[config.mk]
export PLATFORM = sky130hd
export DESIGN_NAME = branch_pred_queue_flat
export DESIGN_NICKNAME = d
export VERILOG_FILES = /design/src/rtl/bp_pkg.sv /design/src/rtl/branch_pred_queue_if.sv /design/src/rtl/bpq_fifo_mem.sv /design/src/rtl/branch_pred_queue.sv /design/src/flat_wrapper.sv
export SDC_FILE = /design/constraint.sdc
export NUM_CORES = 1
export LEC_CHECK = 0
export ABC_AREA = 1
export BUFFER_PORTS_ARGS = -buffer_cell sky130_fd_sc_hd__buf_2
export CORE_MARGIN = 8
export CORE_UTILIZATION = 55
export CTS_BUF_LIST = sky130_fd_sc_hd__clkbuf_8
export DETAILED_ROUTE_END_ITERATION = 7
export PLACE_DENSITY = 0.73
export SETUP_SLACK_MARGIN = 0.1
export SYNTH_ARGS = -nofsm -noshare
export SYNTH_HDL_FRONTEND = slang
export SYNTH_SLANG_ARGS = --single-unit
[constraint.sdc]
create_clock -name CLK -period 7.65 [get_ports CLK]
set_clock_uncertainty 0.2 [all_clocks]
set_input_delay 1.53 -clock CLK [delete_from_list [all_inputs] [get_ports CLK]]
set_output_delay 1.53 -clock CLK [all_outputs]
set_load 0.02 [all_outputs]
[src/rtl/bp_pkg.sv]
// Shared types and constants for the branch prediction queue.
// Optional statistics are enabled with the BPQ_STATS_EN macro.
package bp_pkg;

    localparam int unsigned BP_DEPTH      = 8;
    localparam int unsigned BP_GHR_W      = 12;
    localparam int unsigned BP_ADDR_W     = 32;
    // Fall-through fetch address is branch pc plus instruction and delay slot.
    localparam int unsigned BP_SEQ_OFFSET = 8;
    localparam int unsigned BP_STAT_W     = 32;

    // One in-flight prediction.
    typedef struct packed {
        logic                 taken;
        logic [BP_GHR_W-1:0]  ghr;
        logic [BP_ADDR_W-1:0] pc;
        logic [BP_ADDR_W-1:0] target;
    } bpq_entry_t;

endpackage : bp_pkg

[src/rtl/branch_pred_queue_if.sv]
// Fetch/execute-facing bus of the branch prediction queue.
// Statistics signals exist only when BPQ_STATS_EN is defined.
interface branch_pred_queue_if #(
    parameter int unsigned DEPTH  = 8,
    parameter int unsigned GHR_W  = 12,
    parameter int unsigned ADDR_W = 32
);
    localparam int unsigned CNT_W = $clog2(DEPTH) + 1;

    logic              Push_valid;
    logic              Push_taken;
    logic [GHR_W-1:0]  Push_ghr;
    logic [ADDR_W-1:0] Push_pc;
    logic [ADDR_W-1:0] Push_target;
    logic              Push_ready;
    logic              Resolve_valid;
    logic              Resolve_taken;
    logic [ADDR_W-1:0] Resolve_target;
    logic              Flush;
    logic              Update_valid;
    logic              Update_taken;
    logic [GHR_W-1:0]  Update_ghr;
    logic              Mispredict;
    logic [ADDR_W-1:0] Redirect_addr;
    logic [CNT_W-1:0]  Count;
    logic              Empty;
    logic              Full;
    logic              Overflow;
    logic              Underflow;
`ifdef BPQ_STATS_EN
    logic [31:0]       Stat_resolved;
    logic [31:0]       Stat_mispredict;
`endif

    // Pipeline side: drives pushes, resolves and flushes.
    modport master (
        output Push_valid, Push_taken, Push_ghr, Push_pc, Push_target,
        output Resolve_valid, Resolve_taken, Resolve_target, Flush,
        input  Push_ready, Update_valid, Update_taken, Update_ghr,
        input  Mispredict, Redirect_addr, Count, Empty, Full,
        input  Overflow, Underflow
`ifdef BPQ_STATS_EN
        , input Stat_resolved, Stat_mispredict
`endif
    );

    // Queue side.
    modport slave (
        input  Push_valid, Push_taken, Push_ghr, Push_pc, Push_target,
        input  Resolve_valid, Resolve_taken, Resolve_target, Flush,
        output Push_ready, Update_valid, Update_taken, Update_ghr,
        output Mispredict, Redirect_addr, Count, Empty, Full,
        output Overflow, Underflow
`ifdef BPQ_STATS_EN
        , output Stat_resolved, Stat_mispredict
`endif
    );

endinterface : branch_pred_queue_if

[src/rtl/bpq_fifo_mem.sv]
// Entry storage for the branch prediction queue: one write port,
// asynchronous read at the read pointer. Contents are not reset.
module bpq_fifo_mem
    import bp_pkg::*;
#(
    parameter  int unsigned DEPTH = BP_DEPTH,
    localparam int unsigned PTR_W = $clog2(DEPTH)
) (
    input  logic             clk,
    input  logic             wr_en_i,
    input  logic [PTR_W-1:0] wr_addr_i,
    input  bpq_entry_t       wr_data_i,
    input  logic [PTR_W-1:0] rd_addr_i,
    output bpq_entry_t       rd_data_c_o
);

    bpq_entry_t mem_q [DEPTH];

    // Write accepted entry.
    always_ff @(posedge clk) begin
        if (wr_en_i) begin
            mem_q[wr_addr_i] <= wr_data_i;
        end
    end

    assign rd_data_c_o = mem_q[rd_addr_i];

endmodule : bpq_fifo_mem

[src/rtl/branch_pred_queue.sv]
// In-flight branch prediction tracker: queues predictions from fetch,
// checks them against execute resolution in order, and emits a
// registered predictor update plus mispredict/redirect.
// Optional macro BPQ_STATS_EN adds resolve/mispredict counters.
module branch_pred_queue
    import bp_pkg::*;
#(
    parameter int unsigned DEPTH  = BP_DEPTH,
    parameter int unsigned GHR_W  = BP_GHR_W,
    parameter int unsigned ADDR_W = BP_ADDR_W
) (
    input  logic CLK,
    input  logic RESET,
    branch_pred_queue_if.slave bus
);

    localparam int unsigned PTR_W = $clog2(DEPTH);
    localparam int unsigned CNT_W = PTR_W + 1;

    logic [PTR_W-1:0]  wr_ptr_q, wr_ptr_d;
    logic [PTR_W-1:0]  rd_ptr_q, rd_ptr_d;
    logic [CNT_W-1:0]  count_q, count_d;
    logic              empty_q, empty_d;
    logic              full_q, full_d;
    logic              overflow_q, overflow_d;
    logic              underflow_q, underflow_d;
    logic              upd_valid_q, upd_valid_d;
    logic              upd_taken_q, upd_taken_d;
    logic [GHR_W-1:0]  upd_ghr_q, upd_ghr_d;
    logic              mispred_q, mispred_d;
    logic [ADDR_W-1:0] redirect_q, redirect_d;

    logic              push_acc;
    logic              pop;
    logic              mis_c;
    logic [ADDR_W-1:0] redirect_c;
    bpq_entry_t        wr_entry;
    bpq_entry_t        rd_entry;

    assign wr_entry.taken  = bus.Push_taken;
    assign wr_entry.ghr    = BP_GHR_W'(bus.Push_ghr);
    assign wr_entry.pc     = BP_ADDR_W'(bus.Push_pc);
    assign wr_entry.target = BP_ADDR_W'(bus.Push_target);

    bpq_fifo_mem #(
        .DEPTH (DEPTH)
    ) u_mem (
        .clk         (CLK),
        .wr_en_i     (push_acc),
        .wr_addr_i   (wr_ptr_q),
        .wr_data_i   (wr_entry),
        .rd_addr_i   (rd_ptr_q),
        .rd_data_c_o (rd_entry)
    );

    // Next-state: pointer/occupancy bookkeeping and resolution compare.
    always_comb begin
        push_acc    = bus.Push_valid && !full_q && !bus.Flush;
        pop         = bus.Resolve_valid && !empty_q;
        wr_ptr_d    = wr_ptr_q;
        rd_ptr_d    = rd_ptr_q;
        upd_valid_d = pop;
        upd_taken_d = upd_taken_q;
        upd_ghr_d   = upd_ghr_q;
        mispred_d   = 1'b0;
        redirect_d  = '0;

        mis_c = (rd_entry.taken != bus.Resolve_taken) ||
                (bus.Resolve_taken &&
                 (ADDR_W'(rd_entry.target) != bus.Resolve_target));
        redirect_c = bus.Resolve_taken ? bus.Resolve_target
                   : ADDR_W'(rd_entry.pc) + ADDR_W'(BP_SEQ_OFFSET);

        if (push_acc) begin
            wr_ptr_d = wr_ptr_q + PTR_W'(1);
        end
        if (pop) begin
            rd_ptr_d    = rd_ptr_q + PTR_W'(1);
            upd_taken_d = bus.Resolve_taken;
            upd_ghr_d   = GHR_W'(rd_entry.ghr);
            mispred_d   = mis_c;
            redirect_d  = mis_c ? redirect_c : '0;
        end
        count_d = count_q + CNT_W'(push_acc) - CNT_W'(pop);

        // Flush wins over pointer movement; the pop's update still goes out.
        if (bus.Flush) begin
            wr_ptr_d = '0;
            rd_ptr_d = '0;
            count_d  = '0;
        end

        empty_d     = (count_d == '0);
        full_d      = (count_d == CNT_W'(DEPTH));
        overflow_d  = overflow_q  | (bus.Push_valid & full_q & ~bus.Flush);
        underflow_d = underflow_q | (bus.Resolve_valid & empty_q);
    end

    // State and registered outputs.
    always_ff @(posedge CLK or negedge RESET) begin
        if (!RESET) begin
            wr_ptr_q    <= '0;
            rd_ptr_q    <= '0;
            count_q     <= '0;
            empty_q     <= 1'b1;
            full_q      <= 1'b0;
            overflow_q  <= 1'b0;
            underflow_q <= 1'b0;
            upd_valid_q <= 1'b0;
            upd_taken_q <= 1'b0;
            upd_ghr_q   <= '0;
            mispred_q   <= 1'b0;
            redirect_q  <= '0;
        end else begin
            wr_ptr_q    <= wr_ptr_d;
            rd_ptr_q    <= rd_ptr_d;
            count_q     <= count_d;
            empty_q     <= empty_d;
            full_q      <= full_d;
            overflow_q  <= overflow_d;
            underflow_q <= underflow_d;
            upd_valid_q <= upd_valid_d;
            upd_taken_q <= upd_taken_d;
            upd_ghr_q   <= upd_ghr_d;
            mispred_q   <= mispred_d;
            redirect_q  <= redirect_d;
        end
    end

    assign bus.Push_ready    = ~full_q;
    assign bus.Update_valid  = upd_valid_q;
    assign bus.Update_taken  = upd_taken_q;
    assign bus.Update_ghr    = upd_ghr_q;
    assign bus.Mispredict    = mispred_q;
    assign bus.Redirect_addr = redirect_q;
    assign bus.Count         = count_q;
    assign bus.Empty         = empty_q;
    assign bus.Full          = full_q;
    assign bus.Overflow      = overflow_q;
    assign bus.Underflow     = underflow_q;

`ifdef BPQ_STATS_EN
    logic [BP_STAT_W-1:0] stat_res_q;
    logic [BP_STAT_W-1:0] stat_mis_q;

    // Saturating counters, advancing on the edge that launches each pulse.
    always_ff @(posedge CLK or negedge RESET) begin
        if (!RESET) begin
            stat_res_q <= '0;
            stat_mis_q <= '0;
        end else begin
            if (upd_valid_d && (stat_res_q != '1)) begin
                stat_res_q <= stat_res_q + BP_STAT_W'(1);
            end
            if (mispred_d && (stat_mis_q != '1)) begin
                stat_mis_q <= stat_mis_q + BP_STAT_W'(1);
            end
            if (mispred_d) begin
                $display("bpq mispredict: pc=0x%08h ghr=0x%0h redirect=0x%08h",
                         rd_entry.pc, rd_entry.ghr, redirect_d);
            end
        end
    end

    assign bus.Stat_resolved   = stat_res_q;
    assign bus.Stat_mispredict = stat_mis_q;
`endif

endmodule : branch_pred_queue

[src/flat_wrapper.sv]
// flat-port wrapper written by rule: the top's interface ports become plain ports
module branch_pred_queue_flat import bp_pkg::*;
#(
    parameter int unsigned DEPTH  = BP_DEPTH,
    parameter int unsigned GHR_W  = BP_GHR_W,
    parameter int unsigned ADDR_W = BP_ADDR_W
)
  (CLK, RESET, bus_Push_valid, bus_Push_taken, bus_Push_ghr, bus_Push_pc, bus_Push_target, bus_Resolve_valid, bus_Resolve_taken, bus_Resolve_target, bus_Flush, bus_Push_ready, bus_Update_valid, bus_Update_taken, bus_Update_ghr, bus_Mispredict, bus_Redirect_addr, bus_Count, bus_Empty, bus_Full, bus_Overflow, bus_Underflow);
  branch_pred_queue_if #(.DEPTH(DEPTH), .GHR_W(GHR_W), .ADDR_W(ADDR_W)) bus_i ();
  input  logic CLK;
  input  logic RESET;
  input wire logic [$bits(bus_i.Push_valid)-1:0] bus_Push_valid;
  input wire logic [$bits(bus_i.Push_taken)-1:0] bus_Push_taken;
  input wire logic [$bits(bus_i.Push_ghr)-1:0] bus_Push_ghr;
  input wire logic [$bits(bus_i.Push_pc)-1:0] bus_Push_pc;
  input wire logic [$bits(bus_i.Push_target)-1:0] bus_Push_target;
  input wire logic [$bits(bus_i.Resolve_valid)-1:0] bus_Resolve_valid;
  input wire logic [$bits(bus_i.Resolve_taken)-1:0] bus_Resolve_taken;
  input wire logic [$bits(bus_i.Resolve_target)-1:0] bus_Resolve_target;
  input wire logic [$bits(bus_i.Flush)-1:0] bus_Flush;
  output wire logic [$bits(bus_i.Push_ready)-1:0] bus_Push_ready;
  output wire logic [$bits(bus_i.Update_valid)-1:0] bus_Update_valid;
  output wire logic [$bits(bus_i.Update_taken)-1:0] bus_Update_taken;
  output wire logic [$bits(bus_i.Update_ghr)-1:0] bus_Update_ghr;
  output wire logic [$bits(bus_i.Mispredict)-1:0] bus_Mispredict;
  output wire logic [$bits(bus_i.Redirect_addr)-1:0] bus_Redirect_addr;
  output wire logic [$bits(bus_i.Count)-1:0] bus_Count;
  output wire logic [$bits(bus_i.Empty)-1:0] bus_Empty;
  output wire logic [$bits(bus_i.Full)-1:0] bus_Full;
  output wire logic [$bits(bus_i.Overflow)-1:0] bus_Overflow;
  output wire logic [$bits(bus_i.Underflow)-1:0] bus_Underflow;
  assign bus_i.Push_valid = bus_Push_valid;
  assign bus_i.Push_taken = bus_Push_taken;
  assign bus_i.Push_ghr = bus_Push_ghr;
  assign bus_i.Push_pc = bus_Push_pc;
  assign bus_i.Push_target = bus_Push_target;
  assign bus_i.Resolve_valid = bus_Resolve_valid;
  assign bus_i.Resolve_taken = bus_Resolve_taken;
  assign bus_i.Resolve_target = bus_Resolve_target;
  assign bus_i.Flush = bus_Flush;
  assign bus_Push_ready = bus_i.Push_ready;
  assign bus_Update_valid = bus_i.Update_valid;
  assign bus_Update_taken = bus_i.Update_taken;
  assign bus_Update_ghr = bus_i.Update_ghr;
  assign bus_Mispredict = bus_i.Mispredict;
  assign bus_Redirect_addr = bus_i.Redirect_addr;
  assign bus_Count = bus_i.Count;
  assign bus_Empty = bus_i.Empty;
  assign bus_Full = bus_i.Full;
  assign bus_Overflow = bus_i.Overflow;
  assign bus_Underflow = bus_i.Underflow;
  branch_pred_queue #(.DEPTH(DEPTH), .GHR_W(GHR_W), .ADDR_W(ADDR_W)) u_core (.CLK(CLK), .RESET(RESET), .bus(bus_i));
endmodule
== Yosys cells after proc, flatten, opt, wreduce, memory -nomap -nowiden ==
Memories as Yosys holds them, arrays and structs flattened.
Index checks and enable logic that the tools add are counted.

* Add/sub/neg operators: 5
* Multiply operators: 0
* Divide/modulo/power cells: 0
* $lt $le $gt $ge: 0
* Equality and inequality tests: 3
* Shift-type cells: 0
* Mux-type cells: 11
* Bitwise gates (word level): 7
* Reductions and logical operators: 11

{| class="wikitable"
|+ Operators with widths
! cell !! count
|-
| $mux W32 || 3
|-
| $add A32 B4 Y32 const B || 1
|-
| $ne A32 B32 Y1 || 1
|-
| $mux W3 || 4
|-
| $add A3 B1 Y3 const B || 2
|-
| $add A4 B1 Y4 || 1
|-
| $eq A4 B4 Y1 const B || 1
|-
| $logic_and A1 B1 Y1 || 4
|-
| $logic_not A4 Y1 || 1
|-
| $mux W4 || 1
|-
| $reduce_bool A2 Y1 || 2
|-
| $sub A4 B1 Y4 || 1
|-
| $and A1 B1 Y1 || 3
|-
| $logic_not A1 Y1 || 3
|-
| $mux W1 || 3
|-
| $not A1 Y1 || 2
|-
| $or A1 B1 Y1 || 2
|-
| $logic_or A1 B1 Y1 || 1
|-
| $ne A1 B1 Y1 || 1
|}

* Register bits: 61
* Latch bits: 0
* RAM bits: 616
* Memory bits (read-only): 0
* Input bits: 115
* Output and inout port bits: 56
* Memories kept: 1

{| class="wikitable"
|+ Memories
! name !! words !! bits a word !! read ports !! clocked after memory_dff !! wr ports !! line !! RTL
|-
| u_core.u_mem.mem_q || 8 || 77 || 1 || 0 || 1 || bpq_fifo_mem.sv:17 || <nowiki>bpq_entry_t mem_q [DEPTH];</nowiki>
|}

== Logic depth before layout (Yosys ltp) ==
Gate-level depths: netlist of the first run.

* Depth after elaboration: 7
* Depth in mapped cells: 20
* Depth with buffers taken out: 17

== Modules after synthesis ==
Synthesis of the first run repeated with hierarchy kept, for this count alone.

* Cells, all modules: 3,230
* Area total of the unflattened synthesis: 30,666.9 µm²

{| class="wikitable"
|+ Modules (own cells, without submodules)
! module !! instances !! cells an instance !! area each (µm²) !! sequential area each (µm²)
|-
| bpq_fifo_mem || 1 || 2,679 || 26,755.7 || 18,497.7
|-
| branch_pred_queue || 1 || 551 || 3,911.3 || 1,527.7
|}

== Worst setup path before layout of the first run ==
Ideal clock, no wire load.

* Kind: input to register
* Start: in bus_Push_valid
* End: mem u_core.u_mem.mem_q[0][0] (netlist bit), enable pin
* Arrival: 5.141 ns
* Setup slack: 1.796 ns
* Stages: 4
* Cells stage by stage: nand2_1 > nor2_1 > nand2_1 > nor2_1

* Cells in the longest elaborated chain, start to end: 4

{| class="wikitable"
|+ Ends and longest elaborated chain
! item !! line !! RTL
|-
| from (decl) || flat_wrapper.sv:12 || <nowiki>input wire logic [$bits(bus_i.Push_valid)-1:0] bus_Push_valid;</nowiki>
|-
| $logic_and A1 B1 Y1 (2 in a row) || branch_pred_queue.sv:58 || <nowiki>push_acc = bus.Push_valid && !full_q && !bus.Flush;</nowiki>
|-
| $mux W1 || bpq_fifo_mem.sv:21 || <nowiki>if (wr_en_i) begin</nowiki>
|-
| $mux W1 (not written as such) || bpq_fifo_mem.sv:22 || <nowiki>mem_q[wr_addr_i] <= wr_data_i;</nowiki>
|-
| to (decl) || bpq_fifo_mem.sv:17 ||
|}

No other way between the ends.

== Worst setup path in the final report of the first run ==
* Start: reg u_core.rd_ptr_q[0]
* End: reg u_core.redirect_q[27], in the netlist u_core.bus.Redirect_addr[27]

* Cells in the longest elaborated chain, start to end: 6
* Elaborated cells between the ends (all ways): 9
* Classes of those cells: add/sub: 1; eq/ne: 2; mux: 3; reduce/logical: 2; memory: 1

{| class="wikitable"
|+ Ends and longest elaborated chain
! item !! line !! RTL
|-
| from (decl) || branch_pred_queue.sv:21 || <nowiki>logic [PTR_W-1:0] rd_ptr_q, rd_ptr_d;</nowiki>
|-
| from (signal assigned) || branch_pred_queue.sv:116 || <nowiki>rd_ptr_q <= rd_ptr_d;</nowiki>
|-
| $mem_v2 Z8 W77 * || -- ||
|-
| branches (longest 3 deep; another with $add A32 B4 Y32) || -- ||
|-
| $mux W32 * || branch_pred_queue.sv:82 || <nowiki>redirect_d = mis_c ? redirect_c : '0;</nowiki>
|-
| $mux W32 * || branch_pred_queue.sv:77 || <nowiki>if (pop) begin</nowiki>
|-
| net u_core.redirect_d[27] || branch_pred_queue.sv:31 || <nowiki>logic [ADDR_W-1:0] redirect_q, redirect_d;</nowiki>
|-
| to (signal assigned) || branch_pred_queue.sv:126 || <nowiki>redirect_q <= redirect_d;</nowiki>
|-
| to (decl) || branch_pred_queue.sv:31 ||
|}

Mark *: on every way through the listed nets, which the timed path passes.
A chain may end at the register's enable or synchronous reset.

==> results of run 1 <==
==> final timing paths <==
check,start,to,slack [ps],cells after the start
setup / recovery,u_core.rd_ptr_q[0]$_DFFE_PN0P_,u_core.bus.Redirect_addr[27]$_DFF_PN0_,2660,15
hold / removal,u_core.bus.Underflow$_DFF_PN0_,u_core.bus.Underflow$_DFF_PN0_,270,1
setup reg to reg,u_core.rd_ptr_q[0]$_DFFE_PN0P_,u_core.bus.Redirect_addr[27]$_DFF_PN0_,2660,15
hold reg to reg,u_core.bus.Underflow$_DFF_PN0_,u_core.bus.Underflow$_DFF_PN0_,270,1
max in group asynchronous,RESET,u_core.rd_ptr_q[0]$_DFFE_PN0P_,5870,1
min in group asynchronous,RESET,u_core.bus.Update_ghr[9]$_DFFE_PN0P_,710,1
==> cell families after synthesis <==
group	Yosys count	share of synthesized area, %
xor+xnor	10	0.303
buf+inv	362	5.35
compound gates	273	5.18
fa+ha+maj	8	0.372
flops	677	69.3
mux	1	0.0346
simple gates	1409	19.5
==> synth_stat cells, drive strengths merged <==
master,count
nor3,2
nor2,453
dfstp,1
a21oi,10
edfxtp,616
dfrtp,60
clkinv,1
nand4,3
o211ai,9
nand3b,5
buf,85
a31oi,3
mux2i,1
a221oi,1
xor2,7
nor4,1
nand2,733
xnor2,3
inv,230
nand3,210
o22ai,9
o221ai,18
o21ai,217
clkbuf,46
a21o,2
ha,7
and2,2
a31o,1
fa,1
a32o,2
a211oi,1
==> per-stage QoR <==
step / utilization [%] / total power, W / instances
2_1_floorplan: - / 0.00572 / 2740
6_report: 61.9 / 0.00916 / 3707
3_5_place_dp: 58.0 / 0.00632 / 3496
3_3_place_gp: 58.0 / 0.00626 / 3496
4_1_cts: 61.9 / 0.00920 / 3693
5_1_grt: 61.9 / 0.00959 / 3701
==> registers in the layout, indices dropped and copies added, names as in the netlist, 3 cells and up <==
signal	count
u_core.bus.Count	4
u_core.bus.Redirect_addr	32
u_core.bus.Update_ghr	12
u_core.rd_ptr_q	3
u_core.u_mem.mem_q	616
u_core.wr_ptr_q	3
==> cell type report <==
cell class	instances	area share [%]
sequential	677	61.9
multi-input combinational	1701	22.9
clock buffer	117	4.98
timing repair buffer	199	3.43
inverter	231	2.70
tap	688	2.66
clock inverter	80	1.35
antenna	14	0.108
==> worst max-delay path, cell delays in order, from the launching register on <==
cell and delay, ps:
dfrtp_4 960, buf_4 580, buf_4 750, nor2_1 110
nor2_1 120, o21ai_0 110, nand3_1 140, nand2_1 70
nand2_1 50, nand2_1 40, a21oi_1 260, nand2_1 80
nor2_1 120, nand3_1 150, nand2_1 810, nor2_1 150
==> layer usage <==
layer,part of all wire (%),vias to the layer above,routed length (µm)
met5,0.10,-,78
met4,2.7,12,2000
met3,8.6,130,6430
met2,49,906,36100
met1,40,9814,29700
li1,-,9536,-
==> cells in the final DEF, fill, tap and decap left out, drive strengths merged <==
master and count:
a211oi 1, a21o 2, a21oi 10, a221oi 1, a31o 1, a31oi 3
a32o 2, and2 2, buf 199, bufinv 3, clkbuf 117, clkinv 22
clkinvlp 4, dfrtp 60, dfstp 1, diode 14, edfxtp 616, fa 1
ha 7, inv 282, mux2i 1, nand2 733, nand3 210, nand3b 5
nand4 3, nor2 453, nor3 2, nor4 1, o211ai 9, o21ai 217
o221ai 18, o22ai 9, xnor2 3, xor2 7
==> power groups by stage <==
stage | Sequential [W] | Clock, W | Combinational [W]
2_1_floorplan | 0.00445 | 0 | 0.00126
3_3_place_gp | 0.00439 | 0 | 0.00187
3_5_place_dp | 0.00440 | 0 | 0.00192
4_1_cts | 0.00432 | 0.00295 | 0.00193
5_1_grt | 0.00434 | 0.00310 | 0.00215
6_report | 0.00432 | 0.00290 | 0.00194
==> parameters.txt, run 1 <==
Parameter                              Value

Outcome
  Status ... finished, final reports clean

CTS
  Maximum number of buffers from clock root to sink ... 3
  Hold buffer count at CTS ... 0
  PostCTS Resize Cnt ... 0
  Setup Fix Bufs, Post-CTS ... 0
  Sinks on Clock Net ... 677
  Clock insertion delay at the later pin of the skew report ... 720 ps
  CTS H-Tree Depth ... 3
  Total clock buffers created by CTS ... 107
  TritonCTS clock tree ... done
  Worst-path clk slew ... 60 ps
  Root Buffer Master ... clkbuf_8

Run
  Maximum capacitance violations ... 0

Setup path
  Critical Path Fanout Max ... 76
  Startpoint class of the critical path ... register
  Arr. time, crit path ... 5320 ps
  Crit end category ... register
  Required time at the endpoint of the critical path ... 7980 ps
  Worst setup path class ... register to register

Placed design
  Weighted congestion at the end of routability-driven global placement ... 0.882
  DP Area ... 30300 µm²
  Count of buffers inserted at the top-level ports ... 170
  Detailed Place HPWL ... 44300 µm
  Post-Place Worst Slack ... 2720 ps

Timing
  Setup TNS ... 0 ps
  Setup repair after global routing missed its margin ... false
  Count of final setup violators ... 0
  Min Clock Period, post-route ... 4990 ps
  Smallest setup slack after layout ... 2660 ps
  Highest clock frequency the design can meet ... 0.200 GHz
  Worst hold slack ... 266 ps
  Max-Slew Margin vs Limit ... 23.2%
  Number of hold violations in the final report ... 0
  Share of the clock period used by the worst path after layout ... 65.2%
  Number of max-slew violations in the final report ... 0
  Worst Max-Slew Pin Slew ... 1150 ps

Cells and area
  Area taken by flip-flops and latches ... 20000 µm²
  Final instance area ... 32400 µm²
  Layout cell share with drive strength beyond 1 ... 12.1%
  FILL cells ... 4061
  Multi-input gate area ... 7390 µm²
  Area grow syn2layout ... 11.9%
  Number of nets in the finished design ... 3040

Global route
  Vias in the first global route ... 19708
  Antenna violations before repair ... 16
  Leftover overflow at the end of global routing ... 0
  Largest net degree at the start of global routing ... 204
  Global-route met2 utilization ... 39.6%
  Total track usage ... 24.1%
  Global-route wire length before repair ... 112000 µm
  Global-route track usage on met3 ... 5.01%
  Most Crowded Layer GR ... met2
  Met1 usage in global routing ... 31.5%

Detailed routing
  Residual antenna-violating net count after detailed routing ... 0
  Average via count per standard cell ... 5.50
  First-pass iteration count of the detailed router ... 5
  Iteration-0 DRC count of the detailed router ... 2072
  Residual DRC count ... 0
  Routed vias ... 20398
  Routed Wire Length ... 74400 µm
  Routed len/inst ... 20.1 µm

Floorplanning
  Die X ... 245 µm
  Starting density of the core ... 55.3%
  Core footprint ... 52200 µm²
  Placement row count ... 84
  Number of placed I/O pins ... 171
  Die Area ... 60200 µm²
  Die Span Y ... 245 µm

Power
  Leakage power summed over all cells ... 13.2 nW
  Power density relative to cell area ... 283 nW/µm²
  Highest ir drop seen on vdd ... 182 µV
  Combinational share of power ... 21.1%
  Part of the power in registers ... 47.2%
  Clk network pwr share ... 31.6%
  Switching power total ... 0.00288 W
  Design internal power ... 0.00628 W
  Switching power share of the total ... 31.5%

Logic synthesis
  Number of distinct library cells after synthesis ... 39
  Synthesis-stage register bit count ... 677
  Warning count from the yosys run ... 0
  Register area share after synthesis ... 69.3%
  Post-synth net total ... 2863
  Most area-hungry cell type in the Yosys netlist ... edfxtp_1
  Gate Count Post-Synth ... 2740
  Netlist area before placement ... 28900 µm²
  Mean post-synth cell area ... 10.6 µm²
  Area fraction of the dominant cell type after synthesis ... 64.0%
  Leading post-synthesis cells by cell area ... edfxtp_1, nand2_1, nor2_1

Worst hold path
  Path category of the worst min-delay check ... register to register
Note: power is estimated with default switching activity, not from simulation.
==> inputs of run 2 (changes only) <==
==> constraint.sdc (replaced) <==
create_clock -name CLK -period 4.6 [get_ports CLK]
set_clock_uncertainty 0.2 [all_clocks]
set_input_delay 0.92 -clock CLK [delete_from_list [all_inputs] [get_ports CLK]]
set_output_delay 0.92 -clock CLK [all_outputs]
set_load 0.02 [all_outputs]
==> run 2 against run 1 <==
  * Critical path depth fell by 2
  * Sequential power rose by 66%
  * Non-clock buffer count rose by 5
==> parameters.txt, run 2 (same netlist as run 1, synthesis figures left out) <==
Parameter                              Value

Setup path
  Crit end category ... register
  Critical path's most frequent cell ... nand2_1
  Worst setup path class ... register to register
  Crit-path max cell delay ... 630 ps
  Arr. time, crit path ... 4090 ps
  Ordered list of cells on the worst path ... inv_6, buf_4, o21ai_0, nand2_1, nand2_1, nand2_1, xor2_1, nand3_1, nor2_1, nand3_1, nand2_1, buf_4, nor2_1
  Slowest CP cell ... inv_6
  Critical Path Fanout Max ... 120
  Startpoint class of the critical path ... register
  Required time at the endpoint of the critical path ... 4960 ps

Power
  Highest ir drop seen on vdd ... 402 µV
  Power density relative to cell area ... 473 nW/µm²
  Leakage power summed over all cells ... 13.3 nW

CTS
  PostCTS Resize Cnt ... 0
  Hold buffer count at CTS ... 0
  CTS H-Tree Depth ... 3
  Sinks on Clock Net ... 677
  Maximum number of buffers from clock root to sink ... 3
  TritonCTS clock tree ... done
  Worst-path clk slew ... 60 ps
  Setup Fix Bufs, Post-CTS ... 0
  Clock insertion delay at the later pin of the skew report ... 700 ps
  Root Buffer Master ... clkbuf_8
  Total clock buffers created by CTS ... 106

Global route
  Leftover overflow at the end of global routing ... 0
  Antenna violations before repair ... 9
  Global-route wire length before repair ... 113000 µm
  Vias in the first global route ... 20174
  Largest net degree at the start of global routing ... 148
  Total track usage ... 24.4%

Timing
  Share of the clock period used by the worst path after layout ... 81.0%
  Number of max-slew violations in the final report ... 0
  Worst Max-Slew Pin Slew ... 1020 ps
  Max-Slew Margin vs Limit ... 32.0%
  Highest clock frequency the design can meet ... 0.268 GHz
  Count of final setup violators ... 0
  Setup TNS ... 0 ps
  Setup repair after global routing missed its margin ... false
  Min Clock Period, post-route ... 3730 ps
  Number of hold violations in the final report ... 0

Floorplanning
  Core footprint ... 52200 µm²
  Number of placed I/O pins ... 171
  Die X ... 245 µm
  Die Area ... 60200 µm²
  Placement row count ... 84
  Die Span Y ... 245 µm
  Starting density of the core ... 55.3%

Worst hold path
  Path category of the worst min-delay check ... input port to asynchronous set/reset pin

Run
  Maximum capacitance violations ... 0

Detailed routing
  Routed Wire Length ... 74100 µm
  Routed len/inst ... 20.0 µm
  Average via count per standard cell ... 5.50
  Routed vias ... 20372
  Residual antenna-violating net count after detailed routing ... 0
  Iteration-0 DRC count of the detailed router ... 2017
  Residual DRC count ... 0
  First-pass iteration count of the detailed router ... 6

Placed design
  DP Area ... 30500 µm²
  Weighted congestion at the end of routability-driven global placement ... 0.864
  Detailed Place HPWL ... 43800 µm
  Count of buffers inserted at the top-level ports ... 170

Cells and area
  Largest register FFs ... 616
  Layout cell share with drive strength beyond 1 ... 12.6%
  Commonest non-fill, non-tap cells in the layout ... nand2_1, edfxtp_1, nor2_1
  Top register by number of flip-flops ... u_core.u_mem.mem_q
  Most frequent standard cell in the layout excluding fill and tap cells ... nand2_1
  Number of nets in the finished design ... 3044
  Final instance area ... 32600 µm²
  Area grow syn2layout ... 12.8%

Outcome
  Status ... finished, final reports clean
[run 2: worst paths after layout]
kind / startpoint / to / slack, ps / depth (start not counted)
max: u_core.rd_ptr_q[0]$_DFFE_PN0P_ / u_core.bus.Redirect_addr[8]$_DFF_PN0_ / 870 / 13
min: RESET / u_core.rd_ptr_q[2]$_DFFE_PN0P_ / 130 / 1
max reg2reg: u_core.rd_ptr_q[0]$_DFFE_PN0P_ / u_core.bus.Redirect_addr[8]$_DFF_PN0_ / 870 / 13
min reg2reg: u_core.bus.Underflow$_DFF_PN0_ / u_core.bus.Underflow$_DFF_PN0_ / 260 / 1
max in group asynchronous: RESET / u_core.rd_ptr_q[0]$_DFFE_PN0P_ / 3400 / 1
min in group CLK: bus_Resolve_valid / u_core.bus.Underflow$_DFF_PN0_ / 240 / 2
[run 2: cell type report]
| cell class | instances | area, µm² |
|---|---|---|
| clock inverters | 79 | 453 |
| inverters | 231 | 875 |
| well taps | 688 | 861 |
| repair buffers | 204 | 1320 |
| clock buffers | 120 | 1650 |
| diodes | 5 | 12.5 |
| fillers | 4026 | 19600 |
| multi-input cells | 1701 | 7390 |
| flip-flops and latches | 677 | 20000 |
[run 2: power by group]
| group | switching (W) | internal (W) |
|---|---|---|
| clock | 0.00233 | 0.00262 |
| combinational | 0.00235 | 0.000954 |
| sequential | 0.000159 | 0.00700 |
[run 2: through the flow]
step | total power [W] | util, % | worst slack (ps) | hold WS (ps) | cells
CTS | 0.0155 | 62.4 | 976 | 107 | 3700
global route | 0.0162 | 62.4 | 723 | 178 | 3700
detailed placement | 0.0106 | 58.4 | 1010 | 238 | 3501
floorplan | 0.00951 | - | -644 | 349 | 2740
finish | 0.0154 | 62.4 | 872 | 125 | 3705
global placement | 0.0105 | 58.4 | 1180 | 235 | 3501
[run 2: metal layers]
| metal | global-route usage (%) | share of wire (%) | up-vias |
|---|---|---|---|
| met4 | 9.94 | 3.2 | 14 |
| met2 | 39.9 | 48 | 845 |
| met5 | 0 | 0.13 | - |
| met3 | 4.92 | 8.0 | 163 |
| li1 | - | - | 9537 |
| met1 | 31.7 | 41 | 9813 |
[run 2: worst max-delay path: cells and delay by family (launching register included)]
family,cells,cell delay (ps)
flip-flops,1,520
AO/OA/AOI/OAI,1,140
AND/OR/NAND/NOR,8,990
XOR/XNOR,1,210
buffers and inverters,3,1340
